File: src/rtl/lfsr_range_picker_pkg.sv
// Shared types and helpers for lfsr_range_picker: FSM state encoding and the
// rejection-sampling mask function.
package lfsr_pick_pkg;

    localparam int RND_W = 8;

    typedef enum logic [1:0] {
        IDLE  = 2'd0,
        FLUSH = 2'd1,
        FILL  = 2'd2
    } state_t;

    // Smallest all-ones mask covering rng-1; rng of 0 or 1 yields 0.
    function automatic logic [RND_W-1:0] mask_of(input logic [RND_W-1:0] rng);
        logic [RND_W-1:0] m;
        if (rng == 8'd0) begin
            m = 8'd0;
        end else begin
            m = rng - 8'd1;
        end
        m = m | (m >> 3'd1);
        m = m | (m >> 3'd2);
        m = m | (m >> 3'd4);
        return m;
    endfunction

endpackage

File: src/rtl/lfsr_range_picker_fifo.sv
// rng_fifo: DEPTH x W show-ahead FIFO with synchronous clear and occupancy output.
// Head entry is presented combinationally from the storage registers.
module rng_fifo #(
    parameter int DEPTH = 4,
    parameter int W     = 8,
    localparam int AW   = $clog2(DEPTH),
    localparam int LW   = AW + 1
) (
    input  logic          clk,
    input  logic          rst,
    input  logic          clear,
    input  logic          push,
    input  logic          pop,
    input  logic [W-1:0]  din,
    output logic [W-1:0]  dout,
    output logic          empty,
    output logic          full,
    output logic [LW-1:0] level
);

    logic [W-1:0]  mem_r [DEPTH];
    logic [AW-1:0] wr_ptr_r;
    logic [AW-1:0] rd_ptr_r;
    logic [LW-1:0] count_r;
    logic          push_ok_s;
    logic          pop_ok_s;

    // Qualify requests against occupancy; a push into a full FIFO needs a same-cycle pop.
    always_comb begin
        pop_ok_s  = pop & (count_r != LW'(0));
        push_ok_s = push & ((count_r != LW'(DEPTH)) | pop_ok_s);
    end

    // Storage, pointers and occupancy counter.
    always_ff @(posedge clk or posedge rst) begin
        if (rst) begin
            for (int i = 0; i < DEPTH; i++) begin
                mem_r[i] <= '0;
            end
            wr_ptr_r <= '0;
            rd_ptr_r <= '0;
            count_r  <= '0;
        end else if (clear) begin
            wr_ptr_r <= '0;
            rd_ptr_r <= '0;
            count_r  <= '0;
        end else begin
            if (push_ok_s) begin
                mem_r[wr_ptr_r] <= din;
                wr_ptr_r        <= wr_ptr_r + AW'(1);
            end
            if (pop_ok_s) begin
                rd_ptr_r <= rd_ptr_r + AW'(1);
            end
            case ({push_ok_s, pop_ok_s})
                2'b10:   count_r <= count_r + LW'(1);
                2'b01:   count_r <= count_r - LW'(1);
                default: count_r <= count_r;
            endcase
        end
    end

    assign dout  = mem_r[rd_ptr_r];
    assign empty = (count_r == LW'(0));
    assign full  = (count_r == LW'(DEPTH));
    assign level = count_r;

endmodule

File: src/rtl/lfsr_range_picker.sv
// lfsr_range_picker: maps an LFSR byte stream onto [0, range) by masked rejection
// sampling and buffers results in rng_fifo. Optional macro DUP_FILTER_EN rejects repeats.
module lfsr_range_picker
    import lfsr_pick_pkg::*;
#(
    parameter int DEPTH      = 4,
    parameter int MAX_REJECT = 4
) (
    input  logic                   clk,
    input  logic                   rst_n,
    input  logic [RND_W-1:0]       rnd_in,
    input  logic [RND_W-1:0]       range_in,
    input  logic                   out_ready,
    output logic                   out_valid,
    output logic [RND_W-1:0]       out_data,
    output logic [$clog2(DEPTH):0] level
);

    localparam int RC_W = (MAX_REJECT > 1) ? $clog2(MAX_REJECT) : 1;

    state_t           state_r;
    state_t           state_nxt;
    logic [RND_W-1:0] range_q_r;
    logic [RC_W-1:0]  reject_cnt_r;
    logic [RC_W-1:0]  reject_cnt_nxt;

    logic             change_s;
    logic             clear_s;
    logic             fill_s;
    logic             pop_s;
    logic             sample_s;
    logic             push_s;
    logic [RND_W-1:0] push_data_s;
    logic [RND_W-1:0] cand_s;
    logic [RND_W-1:0] fallback_s;
    logic             in_range_s;
    logic             dup_s;
    logic             fifo_empty_s;
    logic             fifo_full_s;

    assign change_s   = (range_in != range_q_r);
    assign cand_s     = rnd_in & mask_of(range_q_r);
    assign in_range_s = (cand_s < range_q_r);
    // A duplicate-rejected cand is already in range, so the fallback keeps it as is.
    assign fallback_s = in_range_s ? cand_s : (cand_s - range_q_r);

`ifdef DUP_FILTER_EN
    logic [RND_W-1:0] last_q_r;
    logic             last_valid_r;

    assign dup_s = last_valid_r & (range_q_r != 8'd1) & (cand_s == last_q_r);

    // Last pushed value, invalidated whenever the range is re-latched.
    always_ff @(posedge clk or posedge rst_n) begin
        if (rst_n) begin
            last_q_r     <= 8'd0;
            last_valid_r <= 1'b0;
        end else if (state_r == FLUSH) begin
            last_q_r     <= 8'd0;
            last_valid_r <= 1'b0;
        end else if (push_s) begin
            last_q_r     <= push_data_s;
            last_valid_r <= 1'b1;
        end else begin
            last_q_r     <= last_q_r;
            last_valid_r <= last_valid_r;
        end
    end
`else
    assign dup_s = 1'b0;
`endif

    // Next-state logic; the FIFO is emptied on the edge entering FLUSH so the
    // FLUSH cycle already presents an empty, invalid output.
    always_comb begin
        state_nxt = state_r;
        clear_s   = 1'b0;
        case (state_r)
            IDLE: begin
                if (change_s) begin
                    state_nxt = FLUSH;
                    clear_s   = 1'b1;
                end else begin
                    state_nxt = IDLE;
                end
            end
            FLUSH: begin
                clear_s = 1'b1;
                if (range_in != 8'd0) begin
                    state_nxt = FILL;
                end else begin
                    state_nxt = IDLE;
                end
            end
            FILL: begin
                if (change_s) begin
                    state_nxt = FLUSH;
                    clear_s   = 1'b1;
                end else begin
                    state_nxt = FILL;
                end
            end
            default: begin
                state_nxt = IDLE;
                clear_s   = 1'b1;
            end
        endcase
    end

    assign fill_s   = (state_r == FILL) & ~change_s;
    assign pop_s    = fill_s & out_ready & ~fifo_empty_s;
    assign sample_s = fill_s & (~fifo_full_s | pop_s);

    // Accept / reject / forced-fallback decision for this cycle's sample.
    always_comb begin
        push_s         = 1'b0;
        push_data_s    = cand_s;
        reject_cnt_nxt = reject_cnt_r;
        if (sample_s) begin
            if (in_range_s & ~dup_s) begin
                push_s         = 1'b1;
                push_data_s    = cand_s;
                reject_cnt_nxt = '0;
            end else if (reject_cnt_r == RC_W'(MAX_REJECT - 1)) begin
                push_s         = 1'b1;
                push_data_s    = fallback_s;
                reject_cnt_nxt = '0;
            end else begin
                push_s         = 1'b0;
                push_data_s    = cand_s;
                reject_cnt_nxt = reject_cnt_r + RC_W'(1);
            end
        end else begin
            push_s         = 1'b0;
            push_data_s    = cand_s;
            reject_cnt_nxt = reject_cnt_r;
        end
    end

    // FSM state, latched range and rejection counter.
    always_ff @(posedge clk or posedge rst_n) begin
        if (rst_n) begin
            state_r      <= IDLE;
            range_q_r    <= 8'd0;
            reject_cnt_r <= '0;
        end else begin
            state_r <= state_nxt;
            if (state_r == FLUSH) begin
                range_q_r    <= range_in;
                reject_cnt_r <= '0;
            end else begin
                range_q_r    <= range_q_r;
                reject_cnt_r <= reject_cnt_nxt;
            end
        end
    end

    rng_fifo #(
        .DEPTH (DEPTH),
        .W     (RND_W)
    ) u_fifo (
        .clk   (clk),
        .rst   (rst_n),
        .clear (clear_s),
        .push  (push_s),
        .pop   (pop_s),
        .din   (push_data_s),
        .dout  (out_data),
        .empty (fifo_empty_s),
        .full  (fifo_full_s),
        .level (level)
    );

    assign out_valid = ~fifo_empty_s;

endmodule
File: config.mk
export PLATFORM = sky130hd
export DESIGN_NAME = lfsr_range_picker
export DESIGN_NICKNAME = d
export VERILOG_FILES = /design/src/rtl/lfsr_range_picker_pkg.sv /design/src/rtl/lfsr_range_picker_fifo.sv /design/src/rtl/lfsr_range_picker.sv
export SDC_FILE = /design/constraint.sdc
export NUM_CORES = 1
export LEC_CHECK = 0
export CAP_MARGIN = 20
export CORE_UTILIZATION = 50
export DETAILED_ROUTE_END_ITERATION = 7
export PLACE_DENSITY_LB_ADDON = 0.3
export SLEW_MARGIN = 20
export SYNTH_ARGS = -nofsm -noshare
export SYNTH_HDL_FRONTEND = slang
export SYNTH_HIERARCHICAL = 1
export SYNTH_SLANG_ARGS = --single-unit
File: constraint.sdc
create_clock -name clk -period 6.45 [get_ports clk]
set_input_delay 0.645 -clock clk [delete_from_list [all_inputs] [get_ports clk]]
set_output_delay 0.645 -clock clk [all_outputs]
set_load 0.05 [all_outputs]
# --- After elaboration in Yosys (flattened, before gate mapping) ---
# Cells that the tools add are included.
word_totals:
  regBits: 51
  input_bits: 19
  out_inout_bits: 12
  elab_cells: 88
op_classes:
  n_addsub: 7
  order_cmp: 4
  eq_ne: 8
  n_mux: 29
  n_bitwise: 18
  reduce_logical: 12
op_table:
  columns: ["cell", "count"]
  rows:
  - ["two-way mux 8 bit", 7]
  - ["bitwise mux 32 bit", 1]
  - ["two-way mux 2 bit", 10]
  - ["binary-select mux 8 bit (select 2 bit)", 1]
  - ["demux 8 bit (select 2 bit)", 1]
  - ["AND 8 bit", 1]
  - ["logical NOT 8 bit", 1]
  - ["less-than comparator 8 bit", 1]
  - ["!= test 8 bit", 1]
  - ["bitwise OR 8 x 4 -> 8 bit", 1]
  - ["bitwise OR 8 x 6 -> 8 bit", 1]
  - ["bitwise OR 8 x 7 -> 8 bit", 1]
  - ["nonzero test 8 bit", 1]
  - ["subtractor 8 x 1 -> 8 bit, second input constant", 1]
  - ["subtractor 8 bit", 1]
  - ["adder 2 x 1 -> 2 bit, second input constant", 3]
  - ["AND 1 bit", 6]
  - ["== test 2 bit, second input constant", 3]
  - [">= comparator 3 bit, second input constant", 2]
  - ["two-way mux 1 bit", 6]
  - ["NOT 2 -> 3 bit", 2]
  - ["one-hot mux 2 bit (3 select lines)", 1]
  - ["one-hot mux 3 bit (2 select lines)", 1]
  - ["nonzero test 2 bit", 3]
  - ["other kinds (15)", 21]

# --- Longest topological paths before layout ---
# Gate-level depths: netlist (run 1).
depth:
  depth_word: 13
  ltp_mapped: 22
  depth_no_buf: 20

# --- Hierarchy ---
# Netlist (run 1), hierarchy kept.
modules_own_cells:
  columns: ["module", "instances", "cells_per_inst", "area_per_inst_um2", "seq_area_each_um2"]
  rows:
  - ["rng_fifo", 1, 141, 1949.4, 975.9]
  - ["lfsr_range_picker", 1, 160, 1508.9, 300.3]

# --- Worst setup path before layout (run 1) ---
# OpenSTA, ideal clock, no wires.
synth_path:
  path_kind: "register to register"
  start: "register range_q_r[1]"
  end: "register u_fifo.count_r[2], in the netlist u_fifo/level[2]"
  setup_time_ns: 0.082
  arrival_ns: 4.439
  t_required_ns: 6.368
  slack_ns: 1.929
  stages_incl_launch_ff: 20
  path_buffers: 1
  period_less_slack_ns: 4.521
  cell_sequence: "dfrtp_1 > inv_1 > ha_1 > o21ba_2 > nor2_1 > o221ai_1 > a41oi_1 > fa_1 > a21oi_1 > nor2b_1 > a311o_1 > a31oi_1 > nor2_1 > nor2_1 > buf_2 > nor2_1 > fa_1 > or3b_1 > or3_1 > a31oi_1"
synth_via:
  elab_chain_cells: 13
  word_cells_on_any_way: 27
  classes_between: "add/sub: 1; order compare: 1; eq/ne: 3; mux: 7; bitwise: 13; reduce/logical: 2"
synth_lines:
  columns: ["element", "line_no", "rtl"]
  rows:
  - ["from (decl)", "lfsr_range_picker.sv:23", "logic [RND_W-1:0] range_q_r;"]
  - ["from (signal assigned)", "lfsr_range_picker.sv:149", "range_q_r <= range_in;"]
  - ["from (signal assigned)", "lfsr_range_picker.sv:152", "range_q_r <= range_q_r;"]
  - ["subtractor 8 x 1 -> 8 bit / logical NOT 8 bit (equally long branches)", "lfsr_range_picker_pkg.sv:19, lfsr_range_picker_pkg.sv:16", null]
  - ["two-way mux 8 bit", "lfsr_range_picker_pkg.sv:16", "if (rng == 8'd0) begin"]
  - ["bitwise OR 8 x 7 -> 8 bit", "lfsr_range_picker_pkg.sv:21", "m = m | (m >> 3'd1);"]
  - ["bitwise OR 8 x 6 -> 8 bit", "lfsr_range_picker_pkg.sv:22", "m = m | (m >> 3'd2);"]
  - ["bitwise OR 8 x 4 -> 8 bit", "lfsr_range_picker_pkg.sv:23", "m = m | (m >> 3'd4);"]
  - ["AND 8 bit", "lfsr_range_picker.sv:42", "assign cand_s = rnd_in & mask_of(range_q_r);"]
  - ["less-than comparator 8 bit", "lfsr_range_picker.sv:43", "assign in_range_s = (cand_s < range_q_r);"]
  - ["two-way mux 1 bit", "lfsr_range_picker.sv:120", "if (in_range_s & ~dup_s) begin"]
  - ["two-way mux 1 bit (*)", "lfsr_range_picker.sv:119", "if (sample_s) begin"]
  - ["named net push_s", "lfsr_range_picker.sv:32", "logic push_s;"]
  - ["AND 1 bit (*)", "lfsr_range_picker_fifo.sv:31", "push_ok_s = push & ((count_r != LW'(DEPTH)) | pop_ok_s);"]
  - ["== test 2 x 1 -> 1 bit / == test 2 bit (equally long branches)", "lfsr_range_picker_fifo.sv:55", "case ({push_ok_s, pop_ok_s})"]
  - ["one-hot mux 3 bit (2 select lines)", "lfsr_range_picker_fifo.sv:55", null]
  - ["two-way mux 3 bit", "lfsr_range_picker_fifo.sv:43", "end else if (clear) begin"]
  - ["to (signal assigned)", "lfsr_range_picker_fifo.sv:56", "2'b10: count_r <= count_r + LW'(1);"]
  - ["to (signal assigned)", "lfsr_range_picker_fifo.sv:57", "2'b01: count_r <= count_r - LW'(1);"]
  - ["to (signal assigned)", "lfsr_range_picker_fifo.sv:58", "default: count_r <= count_r;"]
  - ["to (decl)", "lfsr_range_picker_fifo.sv:24", "logic [LW-1:0] count_r;"]
# The timed path passes the listed nets; every way through them passes the cells marked *.
# A chain may end at the register's enable or synchronous reset.

# --- Final worst setup path (run 1) ---
layout_path:
  start: "register range_q_r[0]"
  end: "register u_fifo.count_r[2], in the netlist u_fifo/level[2]"
# Same word-level chain as after synthesis.

==> impl_metrics.ini, run 1 <==
[final_layout]
register_area_sq_mm = 0.00128
syn_to_final_growth_pct = 12.3
stdcell_count = 402
nNetsFinal = 360
multiInputGateArea_sq_mm = 0.00200
num_antenna_cells = 0
nFillCells = 538
layout-drive-gt1-share_pct = 14.2

[worst_setup_path]
cp-start-kind = flip-flop
regToRegStartpoint = range_q_r[0]
r2r_cells = 18
worstPathRequired_ps = 6670
crit_type = reg2reg
cp_max_fo = 13
reg2reg_slack_ps = 1200
worstReg2RegEnd = u_fifo/level[2]
end_kind = flip-flop
critPathArrivalTime_ps = 5470

[logic_synthesis]
syn-num-nets = 337
ys_async_sr_fraction_pct = 100
ys_seq_elements = 51
synthCells = 301
synth-compound-area-share_pct = 7.20
yosys.area_share.simple_pct = 14.6
synthXorXnorAreaFrac_pct = 7.16
ys_types = 56
synth.cell_area_sq_mm = 0.00346
ys_seq_area_share_pct = 36.9
synthFlopType = dfrtp_1
yosys_warnings = 6
synth_fa_ha_area_share_pct = 6.58
synth-edff-count = 0
synthMuxAreaShare_pct = 22.2
avgSynthCellArea_sq_um = 11.5
synth_top_family_by_area = multiplexers

[floorplanning]
die_w_um = 85.2
core_region_area_sq_mm = 0.00649
io_pins = 31
row_count = 29
chipHeight_um = 85.2
dieArea_sq_mm = 0.00725
initial_core_util_pct = 53.2

[sta]
hold_slack_ps = 489
skew_ps = 7.80
final-hold-violation-count = 0
setup_tns_ps = 0
tightest_slew_ps = 679
slew_violations = 0
setup-violations-final = 0
rsz0062_at_grt = no
fmax_mhz = 190
fin_crit_sh_pct = 81.4
slew_headroom_pct = 54.5
min_period_ps = 5250

[global_routing]
grt_pass1_vias = 2347
busiest_layer = met2
overflow = 0
track_usage_pct = 19.7
use_met2_pct = 33.9
antenna_found_initial = 0
grt_pass1_wl_um = 11200
grt_max_degree = 40
grt_use_met1_pct = 26.3
met3_usage_pct = 2.92

[drt]
drtPass1Iterations = 4
drc_errors = 0
first_iter_violations = 87
drt_wl_total_um = 6530
wl_per_cell_um = 16.2
ant_nets = 0
viasPerCell = 5.66
vias = 2275

[min_path]
holdPathEnd = u_fifo/mem_r[7]
hold_path_startpoint = u_fifo/mem_r[7]
worstHoldPathCells = 1
hold_class = reg2reg

[status]
status = finished clean

[clock_network]
ctsHoldBuffers = 0
cts_setup_buffers = 0
cts_tree = yes
cts_buffer_depth = 2
cts_max_level = 2
clk-insertion-delay-late_ps = 300
path_clk_slew_ps = 100
cts_root_buffer = clkbuf_8
clkSinkCount = 51
cts.repair.resized = 0
cts_buffers = 5

[pwr]
p_leak_nw = 1.76
vdd_ir_drop_max_mv = 0.142
power-per-cell-area_mw_per_mm2 = 214

[job]
max-cap-violations = 0

[place]
dp.cells = 394
port_buffers = 30
post-dp-hpwl_um = 5000
finalWeightedCongestion = 0.892
==> cell usage after synthesis, drive strengths merged (2+ instances only) <==
cell type | instances | area, sq um
nand4 | 4 | 40.0
dfrtp | 51 | 1280
nor3 | 3 | 15.0
ha | 15 | 188
or4 | 2 | 15.0
mux2 | 48 | 567
clkbuf | 3 | 11.3
nand3 | 9 | 45.0
nand2 | 14 | 52.6
o21ai | 2 | 10.0
mux2i | 2 | 20.0
o41ai | 2 | 17.5
xor2 | 6 | 52.6
fa | 2 | 40.0
or2 | 2 | 12.5
nor2 | 23 | 93.8
mux4 | 8 | 180
inv | 17 | 63.8
or3b | 2 | 17.5
o31ai | 4 | 30.0
or3 | 3 | 18.8
nor4b | 3 | 41.3
o21a | 2 | 15.0
a31oi | 6 | 37.5
and3 | 2 | 12.5
and2 | 2 | 12.5
buf | 16 | 111
nand2b | 3 | 18.8
nor4bb | 4 | 40.0
nor2b | 5 | 31.3
a21oi | 4 | 20.0
xnor2 | 15 | 195
o2111ai | 3 | 26.3
==> through the flow <==
step                      cell area (sq um)  worst slack, ps  utilization, %  power [W]
final                                  3880             1200            59.8   0.000830
after global routing                   3880              741            59.8   0.000878
after CTS                              3880             1200            59.8   0.000838
after detailed placement               3770             1250            58.0   0.000607
after global placement                 3770             1310            58.0   0.000604
after floorplan                        3460             1930               -   0.000561
==> critical path, cell delays in order, from the launching register on <==
cell and delay [ps]:
dfrtp_1 530, inv_1 110, ha_1 270, o21ba_2 270
nor2_1 50, o221ai_1 280, a41oi_1 260, fa_1 500
a21oi_1 150, nor2b_1 70, a311o_1 380, a31oi_1 320
nor2_1 70, nor2_1 530, nor2_1 130, fa_1 400
or3b_1 390, or3_1 310, a31oi_1 160
==> registers in the layout, indices dropped and copies added, names as in the netlist <==
name / flops
range_q_r: 8
reject_cnt_r: 2
state_r: 2
u_fifo/level: 3
u_fifo/mem_r: 32
u_fifo/rd_ptr_r: 2
u_fifo/wr_ptr_r: 2
==> layout by cell type, fill, tap and decap left out, drive strengths merged, types with 2 or more instances in the layout <==
cell	count
or3	3
a31oi	6
nor2b	5
or4	2
nor4b	3
clkdlybuf4s50	30
fa	2
o21a	2
o31ai	4
clkbuf	5
or3b	2
xor2	6
xnor2	15
and2	2
o21ai	2
nand4	4
nor3	3
nand2b	3
a21oi	4
mux4	8
ha	15
or2	2
mux2i	2
mux2	48
o2111ai	3
buf	5
o41ai	2
nand2	14
nor2	23
nand3	9
inv	18
nor4bb	4
dfrtp	51
and3	2
==> final cells by class <==
class | count | share of cell area, %
Timing Repair Buffer | 35 | 8.70
Inverter | 17 | 1.64
Sequential cell | 51 | 32.9
Multi-Input combinational cell | 214 | 51.4
Tap cell | 77 | 2.48
Clock buffer | 5 | 1.77
Clock inverter | 3 | 1.19
==> logic make-up after synthesis <==
kind of cell	count (synthesis)
DFF	51
buffers and inverters	36
AOI/OAI and AO/OA	34
and+or+nand+nor	84
xor gates and xnor gates	21
muxes	58
adders and majority gates	17
==> worst max path at each step <==
stage | slack, ps | endpoint | depth (start not counted) | start
after floorplan | 1930 | u_fifo/level[2] | 19 | range_q_r[1]
final | 1200 | u_fifo/level[2] | 18 | range_q_r[0]
after CTS | 1200 | u_fifo/level[2] | 18 | range_q_r[0]
after detailed placement | 1250 | u_fifo/level[2] | 18 | range_q_r[0]
after global routing | 740 | u_fifo/level[2] | 18 | range_q_r[0]
after global placement | 1310 | u_fifo/level[2] | 17 | range_q_r[0]
==> routing by layer <==
layer | vias to the layer above | wire [um] | share of wire, %
met5 | - | 0 | 0
li1 | 1122 | - | -
met3 | 6 | 177 | 2.7
met4 | 0 | 39 | 0.60
met1 | 1098 | 3070 | 47
met2 | 49 | 3240 | 50
==> where the power goes <==
part / internal, W / switching [W]
Combinational: 0.000116 / 0.000121
Sequential: 0.000333 / 0.0000330
Clock: 0.000117 / 0.000110
Total: 0.000566 / 0.000264
Note: power is estimated with default switching activity, not from simulation.
==> inputs of run 2 (changes only) <==
- clock period: 6.45 -> 5.3 ns (I/O delays scaled with it)
==> run 2 against run 1 <==
Effect of this change:
- clock power is 41% higher
- via count is 2.0% higher
- register-to-register slack lost 700 ps
- core utilization rose by 0.56 points
- global-route usage grew 0.28 points
- maximum frequency is 9.5% higher
- setup slack worse by 700 ps
- power up 27%
- clock-buffer cell count is the same
- first-iteration DRC count grew 39%
- critical endpoint unchanged
==> impl_metrics.ini, run 2 (synthesized netlist as in run 1, its figures left out) <==
[clock_network]
cts_max_level = 2
cts_buffers = 5
cts_setup_buffers = 0
cts.repair.resized = 0
cts_tree = yes
ctsHoldBuffers = 0
clk-insertion-delay-late_ps = 310
cts_root_buffer = clkbuf_8
path_clk_slew_ps = 90
clkSinkCount = 51
cts_buffer_depth = 2

[floorplanning]
io_pins = 31
core_region_area_sq_mm = 0.00649
chipHeight_um = 85.2
die_w_um = 85.2
dieArea_sq_mm = 0.00725
initial_core_util_pct = 53.2
row_count = 29

[worst_setup_path]
cp_max_fo = 9
worstPathRequired_ps = 5530
reg2reg_slack_ps = 500
critPathArrivalTime_ps = 5020
crit_type = reg2reg
cp-start-kind = flip-flop
end_kind = flip-flop

[drt]
wl_per_cell_um = 16.4
drc_errors = 0
vias = 2321
first_iter_violations = 121
ant_nets = 0
viasPerCell = 5.75
drt_wl_total_um = 6620
drtPass1Iterations = 4

[global_routing]
grt_pass1_vias = 2295
track_usage_pct = 19.9
antenna_found_initial = 0
grt_pass1_wl_um = 11200
overflow = 0
grt_max_degree = 40

[final_layout]
final_common_cell = dfrtp_1
multiInputGateArea_sq_mm = 0.00200
num_antenna_cells = 0
top_register = u_fifo/mem_r
nFillCells = 527
layout-drive-gt1-share_pct = 14.7
final_cell_mix = dfrtp_1 (51), mux2_1 (33), clkdlybuf4s50_1 (30)
stdcell_count = 404
largest_reg_flops = 32
nNetsFinal = 362
syn_to_final_growth_pct = 13.4
register_area_sq_mm = 0.00128

[sta]
setup_tns_ps = 0
slew_headroom_pct = 51.0
setup-violations-final = 0
hold_slack_ps = 489
rsz0062_at_grt = no
fmax_mhz = 208
tightest_slew_ps = 732
min_period_ps = 4800
fin_crit_sh_pct = 90.5
skew_ps = 7.21
slew_violations = 0
final-hold-violation-count = 0

[place]
finalWeightedCongestion = 0.868
port_buffers = 30
dp.cells = 396
post-dp-hpwl_um = 4950

[pwr]
p_comb_share_pct = 27.7
switching_share_pct = 30.0
p_clk_share_pct = 30.4
netSwitchingPower_w = 0.000316
power_frac_seq_pct = 41.9
vdd_ir_drop_max_mv = 0.163
power-per-cell-area_mw_per_mm2 = 268
p_leak_nw = 1.78
p_int_w = 0.000737

[min_path]
hold_class = reg2reg

[job]
max-cap-violations = 0

[status]
status = finished clean
run 2: changes by cell type in the layout (fill, tap and decap cells not counted):
cell and change:
bufinv_16 +1, buf_4 +2, inv_6 -1
run 2: critical path, stage by stage (launching register included):
cell      delay (ps)
dfrtp_1          510
inv_1            110
ha_1             270
o21ba_2          260
nor2_1            40
o221ai_1         280
a41oi_1          260
fa_1             500
a21oi_1          140
nor2b_1           70
a311o_1          370
a31oi_1          320
nor2_1            70
nor2_1           140
nor2_1            80
fa_1             390
or3b_1           400
or3_1            320
a31oi_1          170
run 2: worst paths after layout:
check | startpoint | endpoint | cells past startpoint
max | range_q_r[0] | u_fifo/level[2] | 18
min | u_fifo/mem_r[9] | u_fifo/mem_r[9] | 1
max reg2reg | range_q_r[0] | u_fifo/level[2] | 18
min reg2reg | u_fifo/mem_r[9] | u_fifo/mem_r[9] | 1
max in group asynchronous | rst_n | u_fifo/mem_r[28] | 3
min in group asynchronous | rst_n | range_q_r[6] | 2
run 2: area by class of cell:
type	instances	area share, %
tap	77	2.46
clock buffer	5	1.75
inverter	17	1.63
timing repair buffer	37	9.00
sequential	51	32.5
clock inverter	3	1.72
multi-input combinational	214	50.9
run 2: metrics by stage:
step	setup slack, ps	power [W]	area (sq um)	utilization, %
2_1_floorplan	779	0.000683	3460	-
5_1_grt	114	0.00111	3920	60.4
3_5_place_dp	579	0.000741	3780	58.3
3_3_place_gp	649	0.000739	3780	58.3
6_report	503	0.00105	3920	60.4
4_1_cts	522	0.00106	3920	60.4
run 2: power groups by stage:
stage / combinational, W / clock (W) / sequential, W
CTS: 0.000293 / 0.000327 / 0.000441
detailed placement: 0.000292 / 0 / 0.000449
floorplan: 0.000256 / 0 / 0.000427
global route: 0.000327 / 0.000341 / 0.000444
global placement: 0.000291 / 0 / 0.000448
finish: 0.000291 / 0.000320 / 0.000441
run 2: per-layer routing:
layer	global-route usage (%)	share of wire [%]	up-vias
li1	-	-	1139
met1	26.9	48	1135
met2	34.0	49	43
met3	2.92	2.3	4
met4	4.93	0.60	0
met5	0	0	-
